===== src/rtl/csel_adder_pkg.sv =====
// Shared types, derived-size helpers and legality checks for the pipelined carry-select adder.
package csel_adder_pkg;

    localparam int unsigned CSEL_MAX_W = 64;

    // Beat payload carried between stages: operand bits still to be summed, sum bits already done,
    // the carry out of the last evaluated block and the subtract flag of the beat.
    typedef struct packed {
        logic [CSEL_MAX_W-1:0] a;
        logic [CSEL_MAX_W-1:0] b;
        logic [CSEL_MAX_W-1:0] sum;
        logic                  carry;
        logic                  sub;
    } csel_payload_t;

    function automatic int num_blocks(input int width, input int block);
        return width / block;
    endfunction

    function automatic int stages(input int width, input int block, input int bps);
        return num_blocks(width, block) / bps;
    endfunction

    function automatic bit params_legal(input int width, input int block, input int bps);
        if (width <= 0 || block <= 0 || bps <= 0 || width > int'(CSEL_MAX_W)) begin
            return 1'b0;
        end else begin
            return ((width % block) == 0) && ((num_blocks(width, block) % bps) == 0);
        end
    endfunction

endpackage


===== src/rtl/csel_adder_block.sv =====
// One carry-select block: two ripple-carry adders (carry-in 0 and 1) and the select mux.
module csel_block #(
    parameter int BLOCK = 4
) (
    input  logic [BLOCK-1:0] a,
    input  logic [BLOCK-1:0] b,
    input  logic             cin,
    output logic [BLOCK-1:0] sum,
    output logic             cout
);

    logic [BLOCK:0]   c0_s;
    logic [BLOCK:0]   c1_s;
    logic [BLOCK-1:0] s0_s;
    logic [BLOCK-1:0] s1_s;

    // Both ripple chains, evaluated speculatively before the incoming carry is known
    always_comb begin
        c0_s    = '0;
        c1_s    = '0;
        s0_s    = '0;
        s1_s    = '0;
        c1_s[0] = 1'b1;
        for (int i = 0; i < BLOCK; i++) begin
            s0_s[i]   = a[i] ^ b[i] ^ c0_s[i];
            c0_s[i+1] = (a[i] & b[i]) | (c0_s[i] & (a[i] ^ b[i]));
            s1_s[i]   = a[i] ^ b[i] ^ c1_s[i];
            c1_s[i+1] = (a[i] & b[i]) | (c1_s[i] & (a[i] ^ b[i]));
        end
    end

    assign sum  = cin ? s1_s : s0_s;
    assign cout = cin ? c1_s[BLOCK] : c0_s[BLOCK];

endmodule


===== src/rtl/pipelined_csel_adder.sv =====
// Elastic pipelined carry-select adder/subtractor with valid/ready on both sides.
// Define CSEL_ADDER_SAT_EN to saturate out_sum to the signed limits on overflow.
module pipelined_csel_adder
    import csel_adder_pkg::*;
#(
    parameter int WIDTH            = 16,
    parameter int BLOCK            = 4,
    parameter int BLOCKS_PER_STAGE = 2
) (
    input  logic             clk,
    input  logic             rst,
    input  logic             in_valid,
    output logic             in_ready,
    input  logic [WIDTH-1:0] in_a,
    input  logic [WIDTH-1:0] in_b,
    input  logic             in_cin,
    input  logic             in_sub,
    output logic             out_valid,
    input  logic             out_ready,
    output logic [WIDTH-1:0] out_sum,
    output logic             out_cout,
    output logic             out_ovf
);

    localparam int STAGES = stages(WIDTH, BLOCK, BLOCKS_PER_STAGE);
    localparam int BPS    = BLOCKS_PER_STAGE;
    localparam int SW     = BPS * BLOCK;

    if (!params_legal(WIDTH, BLOCK, BLOCKS_PER_STAGE)) begin : g_bad_params
        $error("pipelined_csel_adder: illegal WIDTH/BLOCK/BLOCKS_PER_STAGE combination");
    end

    csel_payload_t              accept_s;
    csel_payload_t              src_s   [STAGES];
    csel_payload_t              nxt_s   [STAGES];
    csel_payload_t              stage_r [STAGES];
    logic [STAGES-1:0]          valid_r;
    logic [STAGES-1:0]          src_valid_s;
    logic [STAGES-1:0]          stage_cout_s;
    logic [STAGES:0]            load_s;
    logic [STAGES-1:0][SW-1:0]  blk_sum_s;
    logic [WIDTH-1:0]           sum_s;
    logic                       ovf_s;

    // Subtraction becomes A + ~B + 1 at the point of acceptance
    always_comb begin
        accept_s                = '0;
        accept_s.a[WIDTH-1:0]   = in_a;
        accept_s.sub            = in_sub;
        if (in_sub) begin
            accept_s.b[WIDTH-1:0] = ~in_b;
            accept_s.carry        = 1'b1;
        end else begin
            accept_s.b[WIDTH-1:0] = in_b;
            accept_s.carry        = in_cin;
        end
    end

    // A stage loads when empty or when the stage after it is moving on
    always_comb begin
        load_s         = '0;
        load_s[STAGES] = out_ready;
        for (int k = STAGES - 1; k >= 0; k--) begin
            load_s[k] = ~valid_r[k] | load_s[k+1];
        end
    end

    assign in_ready = load_s[0];

    for (genvar k = 0; k < STAGES; k++) begin : g_stage
        if (k == 0) begin : g_src_in
            assign src_s[k]       = accept_s;
            assign src_valid_s[k] = in_valid;
        end else begin : g_src_prev
            assign src_s[k]       = stage_r[k-1];
            assign src_valid_s[k] = valid_r[k-1];
        end

        for (genvar j = 0; j < BPS; j++) begin : g_blk
            localparam int LSB = (k * BPS + j) * BLOCK;
            logic cin_s;
            logic cout_s;

            if (j == 0) begin : g_cin_stage
                assign cin_s = src_s[k].carry;
            end else begin : g_cin_chain
                assign cin_s = g_blk[j-1].cout_s;
            end

            csel_block #(.BLOCK(BLOCK)) u_blk (
                .a    (src_s[k].a[LSB +: BLOCK]),
                .b    (src_s[k].b[LSB +: BLOCK]),
                .cin  (cin_s),
                .sum  (blk_sum_s[k][j*BLOCK +: BLOCK]),
                .cout (cout_s)
            );
        end

        assign stage_cout_s[k] = g_blk[BPS-1].cout_s;
    end

    // Each stage fills in its own slice of sum bits and replaces the running carry
    always_comb begin
        for (int k = 0; k < STAGES; k++) begin
            nxt_s[k]                    = src_s[k];
            nxt_s[k].sum[k*SW +: SW]    = blk_sum_s[k];
            nxt_s[k].carry              = stage_cout_s[k];
        end
    end

    // Stage registers; payload only moves with a real beat so held data is never disturbed
    always_ff @(posedge clk or posedge rst) begin
        if (rst) begin
            valid_r <= '0;
            for (int k = 0; k < STAGES; k++) begin
                stage_r[k] <= '0;
            end
        end else begin
            for (int k = 0; k < STAGES; k++) begin
                if (load_s[k]) begin
                    valid_r[k] <= src_valid_s[k];
                    if (src_valid_s[k]) begin
                        stage_r[k] <= nxt_s[k];
                    end
                end
            end
        end
    end

    // Carry into the MSB is recovered as a ^ b ^ sum at that bit
    assign ovf_s = stage_r[STAGES-1].a[WIDTH-1] ^ stage_r[STAGES-1].b[WIDTH-1]
                 ^ stage_r[STAGES-1].sum[WIDTH-1] ^ stage_r[STAGES-1].carry;

`ifdef CSEL_ADDER_SAT_EN
    // On overflow both operands share a sign; that sign picks the saturation limit
    always_comb begin
        if (ovf_s) begin
            if (stage_r[STAGES-1].a[WIDTH-1]) begin
                sum_s = {1'b1, {(WIDTH-1){1'b0}}};
            end else begin
                sum_s = {1'b0, {(WIDTH-1){1'b1}}};
            end
        end else begin
            sum_s = stage_r[STAGES-1].sum[WIDTH-1:0];
        end
    end
`else
    assign sum_s = stage_r[STAGES-1].sum[WIDTH-1:0];
`endif

    assign out_valid = valid_r[STAGES-1];
    assign out_sum   = sum_s;
    assign out_cout  = stage_r[STAGES-1].carry;
    assign out_ovf   = ovf_s;

endmodule

===== config.mk =====
export PLATFORM = sky130hd
export DESIGN_NAME = pipelined_csel_adder
export DESIGN_NICKNAME = d
export VERILOG_FILES = /design/src/rtl/csel_adder_pkg.sv /design/src/rtl/csel_adder_block.sv /design/src/rtl/pipelined_csel_adder.sv
export SDC_FILE = /design/constraint.sdc
export NUM_CORES = 1
export LEC_CHECK = 0
export ABC_AREA = 1
export BUFFER_PORTS_ARGS = -buffer_cell sky130_fd_sc_hd__buf_2
export CAP_MARGIN = 20
export CORE_MARGIN = 5
export CORE_UTILIZATION = 40
export CTS_CLUSTER_DIAMETER = 60
export DETAILED_ROUTE_END_ITERATION = 7
export PLACE_DENSITY = 0.7
export SLEW_MARGIN = 20
export SYNTH_ARGS = -nofsm -noshare
export SYNTH_HDL_FRONTEND = slang
export SYNTH_SLANG_ARGS = --single-unit

===== constraint.sdc =====
create_clock -name clk -period 8.98 [get_ports clk]
set_clock_uncertainty 0.05 [all_clocks]
set_input_delay 1.796 -clock clk [delete_from_list [all_inputs] [get_ports clk]]
set_output_delay 1.796 -clock clk [all_outputs]
set_load 0.02 [all_outputs]

# Word-level counts from Yosys, hierarchy flattened
# Index checks and enable logic that the tools add are counted.
[classes] n_bitwise=120 n_reduce_logical=2 n_mux=10
[ops] operator="$xor 1x1->1" count=43
[ops] operator="$and 1x1->1" count=40
[ops] operator="$or 1x1->1" count=30
[ops] operator="$mux 16" count=1
[ops] operator="$mux 4" count=4
[ops] operator="$not 16->16" count=1
[ops] operator="$not 1->1" count=6
[ops] operator="$mux 1" count=5
[ops] operator="$reduce_and 2->1" count=2
[totals] output_inout_bits=20 ff_bits=92 inputBits=38

# Longest topological paths before layout
# Gate-level depths: netlist of the first run.
[depth] depth_word=12 ltp_mapped=19

# Modules after synthesis
# From an unflattened synthesis of the first run, not the netlist that was laid out.
[unflattened] hier_cells=366 area_unflattened_um2=2840.2
[modules_own_cells] mod="pipelined_csel_adder" area_per_inst_um2=2224.6 cells_per_inst=274 n_inst=1
[modules_own_cells] mod="csel_block" area_per_inst_um2=153.9 cells_per_inst=23 n_inst=4

# Worst setup path after synthesis of the first run
# OpenSTA, ideal clock, no wires.
[synth_path] path_type="in2reg" start="input port in_sub" end="register stage_r (netlist bit nxt_s[9])" setup_ps=117 setup_slack_ps=3805 t_arrival_ps=5008 n_path_buf=2 path_stages=19 path_cell_list="buf_4 buf_6 xnor2_1 ha_1 nor2_1 a21oi_1 fa_1 inv_1 fa_1 inv_1 fa_1 nor2_1 a21oi_1 fa_1 fa_1 inv_1 fa_1 nand2_1 nand2_1"
[synth_rtl] element="start, declared" line_no="pipelined_csel_adder.sv:17" source="input logic in_sub,"
[synth_rtl] element="end signal, assigned by index" line_no="pipelined_csel_adder.sv:123" source="stage_r[k] <= nxt_s[k];"
[synth_rtl] element="end, declared" line_no="pipelined_csel_adder.sv:36" source="csel_payload_t stage_r [STAGES];"

==> results of run 1 <==
logic make-up after synthesis:
| family | Yosys count | share of synthesized area, % |
|---|---|---|
| DFF | 46 | 44.3 |
| buffers and inverters | 49 | 11.6 |
| xor gates and xnor gates | 23 | 7.74 |
| adders and majority gates | 20 | 13.1 |
| AOI/OAI and AO/OA | 15 | 2.98 |
| and+or+nand+nor | 128 | 20.3 |
sequential cells by signal, summed over array words and instances (netlist names):
register / flops
g_stage.g_blk.cin_s: 1
nxt_s: 24
out_cout: 1
out_sum: 16
stage_r: 2
valid_r: 2
synth_stat cells (all sizes together):
| cell | count | area, um2 |
|---|---|---|
| a21oi | 4 | 20.0 |
| buf | 28 | 224 |
| dfrtp | 46 | 1150 |
| fa | 12 | 240 |
| ha | 8 | 100 |
| inv | 21 | 78.8 |
| nand2 | 109 | 427 |
| nand3 | 14 | 82.6 |
| nor2 | 5 | 18.8 |
| o21ai | 10 | 50.1 |
| o21bai | 1 | 7.51 |
| xnor2 | 11 | 96.3 |
| xor2 | 12 | 105 |
per-layer routing:
layer / part of all wire, % / GRT usage, %
met1: 46 / 15.6
met3: 5.9 / 3.58
met5: 0 / 0
met2: 46 / 20.3
met4: 1.6 / 4.84
metrics by stage:
step | total power [mW] | hold WS [ns]
3_5_place_dp | 0.569 | 0.404
4_1_cts | 0.719 | 0.425
5_1_grt | 0.766 | 0.443
6_report | 0.708 | 0.420
3_3_place_gp | 0.560 | 0.401
2_1_floorplan | 0.534 | 0.393
where the power goes:
part,total [mW],internal [mW],switching [mW]
Clock,0.149,0.0819,0.0671
Sequential,0.310,0.266,0.0433
Combinational,0.249,0.0964,0.153
Total,0.708,0.445,0.263
path summary, 6_finish.rpt:
kind / start / end / slack [ns] / cells after the start
max reg2reg: nxt_s[74] / out_sum[15] / 4.95 / 13
min in group asynchronous: rst / out_sum[14] / 1.66 / 2
max: in_sub / nxt_s[9] / 3.79 / 18
max in group asynchronous: rst / nxt_s[3] / 6.64 / 2
min: out_sum[14] / out_sum[14] / 0.42 / 2
min reg2reg: out_sum[14] / out_sum[14] / 0.42 / 2
tightest hold or removal path: stages (launching register included):
cell and delay, ns:
dfrtp_1 0.35, nand2_1 0.05, nand2_1 0.04
final cells by class:
type,instances,area [um2],area share (%)
flip-flops and latches,46,1150,40.1
multi-input cells,186,1150,40.0
repair buffers,57,285,9.95
well taps,77,96.3,3.36
inverters,21,78.8,2.75
clock buffers,5,68.8,2.40
clock inverters,3,40.0,1.40
==> impl_metrics.toml, run 1 <==
[sta]
rsz0062_at_grt = "no"
slew_violations = 0
hold_viol = 0
post-route-period-util_pct = 57.8
fin_ws_ns = 3.79
fin_tns_setup_ns = 0
timing.final.crit_period_ns = 5.19
tightest_slew_ns = 0.943
setup_violations = 0
fmax_mhz = 193
maxSlewHeadroom_pct = 37.1

[logic_synthesis]
syn_nets = 339
ys_seq_elements = 46
ys_types = 19
avgSynthCellArea_um2 = 9.26
syn-cell-area_mm2 = 0.00260
yosys_warnings = 0
ys_seq_area_share_pct = 44.3
syn_inst = 281

[critical_path]
cp.arrival_ns = 5.34
end_kind = "flop"
critPathMaxFanout = 18
crit_top_cell = "fa_1"
critPathMaxStageDelay_ns = 0.42
cp_slowest_cell = "fa_1"
start_kind = "input pin"
criticalPathCategory = "in -> reg"
path_buf_inv = 4
crit_chain = "buf_2 -> xnor2_1 -> ha_1 -> nor2_1 -> a21oi_1 -> fa_1 -> inv_1 -> fa_1 -> inv_1 -> fa_1 -> nor2_1 -> a21oi_1 -> fa_1 -> fa_1 -> inv_1 -> fa_1 -> nand2_1 -> nand2_1"
cp.required_ns = 9.13
cp_top_family = "adder cells"

[place]
portBuffers = 57
dpl_worst_slack_ns = 3.44
hpwl_um = 3710
gp_congestion = 0.743
placed_cells = 387
post_dp_cell_area_mm2 = 0.00276

[route]
avgRoutedWirePerCell_um = 12.2
finalWirelength_um = 4830
first_pass_iters = 4
vias = 1727
drt_iter0_markers = 79
ant_nets = 0
via_per_inst = 4.37
drcViolationCount = 0

[global_routing]
grt_pass1_wl_um = 8380
grt_max_degree = 47
antenna_found_initial = 0
overflow = 0
grt_pass1_vias = 1828
grt_usage_pct = 12.5

[clock_network]
cts_max_level = 2
hold_buffers = 0
clockRootBuffer = "clkbuf_8"
cts_setup_buffers = 0
clk_pin_slew_ns = 0.08
tritoncts = "done"
clkLatencyLatePin_ns = 0.29
clk_path_buf_depth = 2
cts_sinks = 46
cts_resized = 0
cts_made_buffers = 5

[power_and_ir_drop]
power.leakage_nw = 1.57
irDropWorstVdd_mv = 0.109
cellPowerDensity_mw_per_mm2 = 247

[final_layout]
nets = 375
drive_above_1_share_pct = 22.3
area_growth_pct = 10.2
fin_util_pct = 45.2
n_antenna_cell = 0
final_common_cell = "nand2_1"
stdcell_count = 395
n_fill_cell = 643
fin_area_mm2 = 0.00287
layout_common_cells = "106 x nand2_1, 57 x buf_2, 46 x dfrtp_1"

[flow_run]
drv_cap = 0

[status]
status = "finished, final reports clean"

[die]
coreArea_mm2 = 0.00635
rows = 29
start_util_pct = 41.0
io_pins = 58
die_area_mm2 = 0.00822
fp.dieW_um = 90.6
die_y_um = 90.6

[hold_path]
hold_class = "reg -> reg"
No activity file was read; power rests on OpenSTA's default activity.
==> run 2, diff against run 1 <==
--- a/config.mk
+++ b/config.mk
@@ -12,7 +12,7 @@
 export CORE_UTILIZATION = 40
 export CTS_CLUSTER_DIAMETER = 60
 export DETAILED_ROUTE_END_ITERATION = 7
-export PLACE_DENSITY = 0.7
+export PLACE_DENSITY = 0.72
 export SLEW_MARGIN = 20
 export SYNTH_ARGS = -nofsm -noshare
 export SYNTH_HDL_FRONTEND = slang
==> constraint.sdc (replaced) <==
create_clock -name clk -period 4.7 [get_ports clk]
set_clock_uncertainty 0.05 [all_clocks]
set_input_delay 0.94 -clock clk [delete_from_list [all_inputs] [get_ports clk]]
set_output_delay 0.94 -clock clk [all_outputs]
set_load 0.02 [all_outputs]
==> run 2 against run 1 <==
Net effect: non-clock buffer count increased by 1; wire length increased by 0.21%; sequential power increased by 90%; sequential cell count unchanged; clock-buffer cell count increased by 3; critical path depth unchanged; total power increased by 90%; first-iteration DRC count increased by 28%; worst setup slack got worse by 3.2 ns.
==> impl_metrics.toml, run 2 (synthesis results as in run 1) <==
[status]
status = "finished, final reports clean"

[clock_network]
cts_resized = 0
clockRootBuffer = "clkbuf_8"
clk_pin_slew_ns = 0.08
clkLatencyLatePin_ns = 0.29
clk_path_buf_depth = 2
tritoncts = "done"
cts_max_level = 2
cts_made_buffers = 5
hold_buffers = 0
cts_sinks = 46
cts_setup_buffers = 0

[final_layout]
largest_register_ffs = 24
nets = 376
area_growth_pct = 10.6
n_fill_cell = 633
multi_input_area_mm2 = 0.00115
stdcell_count = 396
seqCellArea_mm2 = 0.00115
drive_above_1_share_pct = 22.6
final_common_cell = "nand2_1"
layout_common_cells = "106 x nand2_1, 57 x buf_2, 46 x dfrtp_1"
n_antenna_cell = 0

[sta]
fin_tns_setup_ns = 0
whs_ns = 0.419
slew_violations = 0
tightest_slew_ns = 0.783
maxSlewHeadroom_pct = 47.7
fin_ws_ns = 0.609
timing.final.crit_period_ns = 4.09
rsz0062_at_grt = "no"
setup_violations = 0
post-route-period-util_pct = 87.0
hold_viol = 0
fmax_mhz = 244

[route]
via_per_inst = 4.48
drcViolationCount = 0
avgRoutedWirePerCell_um = 12.2
drt_iter0_markers = 101
first_pass_iters = 4
ant_nets = 0
vias = 1773
finalWirelength_um = 4840

[critical_path]
critPathMaxStageDelay_ns = 0.41
cp_top_family = "adder cells"
cp.required_ns = 4.84
critPathMaxFanout = 10
path_buf_inv = 4
startpoint = "in_sub"
cp.arrival_ns = 4.23
ff2ff_setup_slack_ns = 0.67
rr_endpoint = "out_sum[15]"
end_kind = "flop"
crit_top_cell = "fa_1"
r2r_cells = 13
crit_chain = "buf_2 -> xnor2_1 -> ha_1 -> nor2_1 -> a21oi_1 -> fa_1 -> inv_1 -> fa_1 -> inv_1 -> fa_1 -> nor2_1 -> a21oi_1 -> fa_1 -> fa_1 -> inv_1 -> fa_1 -> nand2_1 -> nand2_1"
start_kind = "input pin"
cp_slowest_cell = "fa_1"
criticalPathCategory = "in -> reg"
timing.rr.start = "nxt_s[74]"

[die]
rows = 29
io_pins = 58
coreArea_mm2 = 0.00635
start_util_pct = 41.0
fp.dieW_um = 90.6
die_area_mm2 = 0.00822
die_y_um = 90.6

[place]
portBuffers = 57
gp_congestion = 0.769
hpwl_um = 3690
dpl_worst_slack_ns = 0.265
placed_cells = 388

[global_routing]
grt_max_degree = 47
grt_usage_pct = 12.6
antenna_found_initial = 0
grt_pass1_wl_um = 8550
overflow = 0
grt_pass1_vias = 1842

[power_and_ir_drop]
power.leakage_nw = 1.57
cellPowerDensity_mw_per_mm2 = 467
irDropWorstVdd_mv = 0.218

[flow_run]
drv_cap = 0

[hold_path]
hold_class = "reg -> reg"
hold_end = "out_sum[11]"
min_path_cells = 2
min-delay-start = "out_sum[11]"
## run 2: worst max-delay path by stage
| stage | endpoint | slack, ns | cells after the start |
|---|---|---|---|
| 2_1_floorplan | nxt_s[9] | 0.38 | 19 |
| 3_3_place_gp | nxt_s[9] | 0.36 | 18 |
| 3_5_place_dp | nxt_s[9] | 0.26 | 18 |
| 4_1_cts | nxt_s[9] | 0.60 | 18 |
| 5_1_grt | nxt_s[9] | 0.32 | 18 |
| 6_report | nxt_s[9] | 0.61 | 18 |
## run 2: cell type report
type,instances,share of cell area (%)
Clock buffer,8,3.83
Inverter,21,2.78
Multi-Input combinational cell,186,39.9
Sequential cell,46,40.0
Tap cell,77,3.35
Timing Repair Buffer,58,10.2
## run 2: worst min-delay path: stages, from the launching register on
cell and delay [ns]:
dfrtp_1 0.35, nand2_1 0.05, nand2_1 0.04
## run 2: per-stage QoR
stage / utilization [%] / instance area [um2] / total power [mW]
after CTS: 45.3 / 2880 / 1.37
after detailed placement: 43.6 / 2770 / 1.09
after global placement: 43.6 / 2770 / 1.07
after floorplan: - / 2600 / 1.02
after global routing: 45.3 / 2880 / 1.46
final: 45.3 / 2880 / 1.35
## run 2: routing by layer
| layer | track usage (%) | wire, um | vias to the layer above |
|---|---|---|---|
| met5 | 0 | 0 | - |
| met4 | 4.47 | 55 | 0 |
| met3 | 4.17 | 331 | 4 |
| met2 | 19.4 | 2270 | 45 |
| met1 | 16.5 | 2180 | 818 |
| li1 | - | - | 906 |
## run 2: report_power, final
part	switching (mW)	internal, mW
sequential	0.0818	0.509
combinational	0.292	0.186
clock	0.127	0.149
==> run 3, diff against run 2 <==
--- a/config.mk
+++ b/config.mk
@@ -7,12 +7,11 @@
 export LEC_CHECK = 0
 export ABC_AREA = 1
 export BUFFER_PORTS_ARGS = -buffer_cell sky130_fd_sc_hd__buf_2
-export CAP_MARGIN = 20
 export CORE_MARGIN = 5
-export CORE_UTILIZATION = 40
+export CORE_UTILIZATION = 49
 export CTS_CLUSTER_DIAMETER = 60
 export DETAILED_ROUTE_END_ITERATION = 7
-export PLACE_DENSITY = 0.72
+export PLACE_DENSITY = 0.84
 export SLEW_MARGIN = 20
 export SYNTH_ARGS = -nofsm -noshare
 export SYNTH_HDL_FRONTEND = slang
==> run 3 against run 2 <==
Net effect: first-iteration DRC count up 23%; die area fell by 16%; global-route usage increased by 1.8 points; final cell count down 2.0%; critical path depth is the same; register-to-register slack about the same; final area down 1.5%; hold slack worse by 0.0014 ns.
==> impl_metrics.toml, run 3 (synthesis results as in run 1) <==
[status]
status = "finished, final reports clean"

[final_layout]
area_growth_pct = 8.95
n_antenna_cell = 0
layout_common_cells = "106 x nand2_1, 57 x buf_2, 46 x dfrtp_1"
fin_util_pct = 55.1
final_common_cell = "nand2_1"
nets = 376
fin_area_mm2 = 0.00283
drive_above_1_share_pct = 21.7
largest_register_ffs = 24

[sta]
tightest_slew_ns = 0.924
fmax_mhz = 243
fin_ws_ns = 0.584
timing.final.crit_period_ns = 4.12
setup_violations = 0
post-route-period-util_pct = 87.6
fin_tns_setup_ns = 0
slew_violations = 0
rsz0062_at_grt = "no"
maxSlewHeadroom_pct = 38.3
hold_viol = 0

[critical_path]
cp_slowest_cell = "fa_1"
crit_chain = "buf_2 -> xnor2_1 -> ha_1 -> nor2_1 -> a21oi_1 -> fa_1 -> inv_1 -> fa_1 -> inv_1 -> fa_1 -> nor2_1 -> a21oi_1 -> fa_1 -> fa_1 -> inv_1 -> fa_1 -> nand2_1 -> nand2_1"
cp_top_family = "adder cells"
cp.required_ns = 4.83
start_kind = "input pin"
end_kind = "flop"
critPathMaxFanout = 9
crit_top_cell = "fa_1"
path_buf_inv = 4
criticalPathCategory = "in -> reg"
critPathMaxStageDelay_ns = 0.42
cp.arrival_ns = 4.25

[die]
die_y_um = 82.9
fp.dieW_um = 82.9
io_pins = 58
die_area_mm2 = 0.00687
coreArea_mm2 = 0.00514
rows = 26
start_util_pct = 50.6

[clock_network]
tritoncts = "done"
cts_setup_buffers = 0
clk_pin_slew_ns = 0.07
cts_max_level = 2
clkLatencyLatePin_ns = 0.29
cts_resized = 0
hold_buffers = 0
cts_made_buffers = 5
cts_sinks = 46
clockRootBuffer = "clkbuf_8"
clk_path_buf_depth = 2

[global_routing]
grt_pass1_wl_um = 8160
grt_pass1_vias = 1805
antenna_found_initial = 0
overflow = 0
grt_usage_pct = 14.4
grt_max_degree = 47

[route]
ant_nets = 0
via_per_inst = 4.56
drcViolationCount = 0
drt_iter0_markers = 124
finalWirelength_um = 4620
avgRoutedWirePerCell_um = 11.9
first_pass_iters = 4
vias = 1771

[power_and_ir_drop]
power_mw = 1.29
cellPowerDensity_mw_per_mm2 = 454
irDropWorstVdd_mv = 0.159
power.leakage_nw = 1.56

[hold_path]
hold_class = "reg -> reg"

[place]
hpwl_um = 3550
portBuffers = 57
gp_congestion = 0.756
post_dp_cell_area_mm2 = 0.00276
dpl_worst_slack_ns = 0.262

[flow_run]
drv_cap = 0
run 3: cell count changes in the layout (fill, tap and decap cells not counted):
cell,change
clkbuf_8,-3
clkbuf_1,+2
clkinv_2,-1
inv_2,+1
run 3: where the power goes:
part | leakage, nW | internal [mW] | total (mW) | switching (mW)
Clock | 0.0383 | 0.102 | 0.221 | 0.119
Sequential | 0.566 | 0.509 | 0.590 | 0.0815
Combinational | 0.951 | 0.184 | 0.475 | 0.291
run 3: worst paths after layout:
kind                        startpoint          end  slack [ns]  depth (start not counted)
min reg2reg                out_sum[14]  out_sum[14]        0.42                          2
min in group asynchronous          rst   valid_r[1]        0.80                          2
max in group asynchronous          rst     nxt_s[8]        3.23                          2
min                        out_sum[14]  out_sum[14]        0.42                          2
max reg2reg                  nxt_s[74]  out_sum[15]        0.68                         13
max                             in_sub     nxt_s[9]        0.58                         18
run 3: layout make-up:
type                       instances  area [um2]
timing repair buffer              58         293
multi-input combinational        186        1150
sequential                        46        1150
clock buffer                       7        76.3
tap                               70        87.6
fill                             489        2310
inverter                          21        78.8
run 3: through the flow:
stage / instances / hold WS [ns]
2_1_floorplan: 281 / 0.393
4_1_cts: 388 / 0.422
3_3_place_gp: 381 / 0.403
6_report: 388 / 0.417
3_5_place_dp: 381 / 0.403
5_1_grt: 388 / 0.444
run 3: worst register-to-register path, delay by kind of cell, from the launching register on:
family          cells  cell delay (ns)
buf+inv             1             0.11
flops               1             0.41
fa+ha+maj           7             2.90
simple gates        2             0.20
compound gates      3             0.28
run 3: routing by layer:
layer | vias up | track usage (%) | wire, um
met5 | - | 0 | 0
met4 | 0 | 4.90 | 72
met3 | 5 | 3.56 | 190
met2 | 40 | 22.7 | 2210
met1 | 821 | 19.4 | 2140
li1 | 905 | - | -
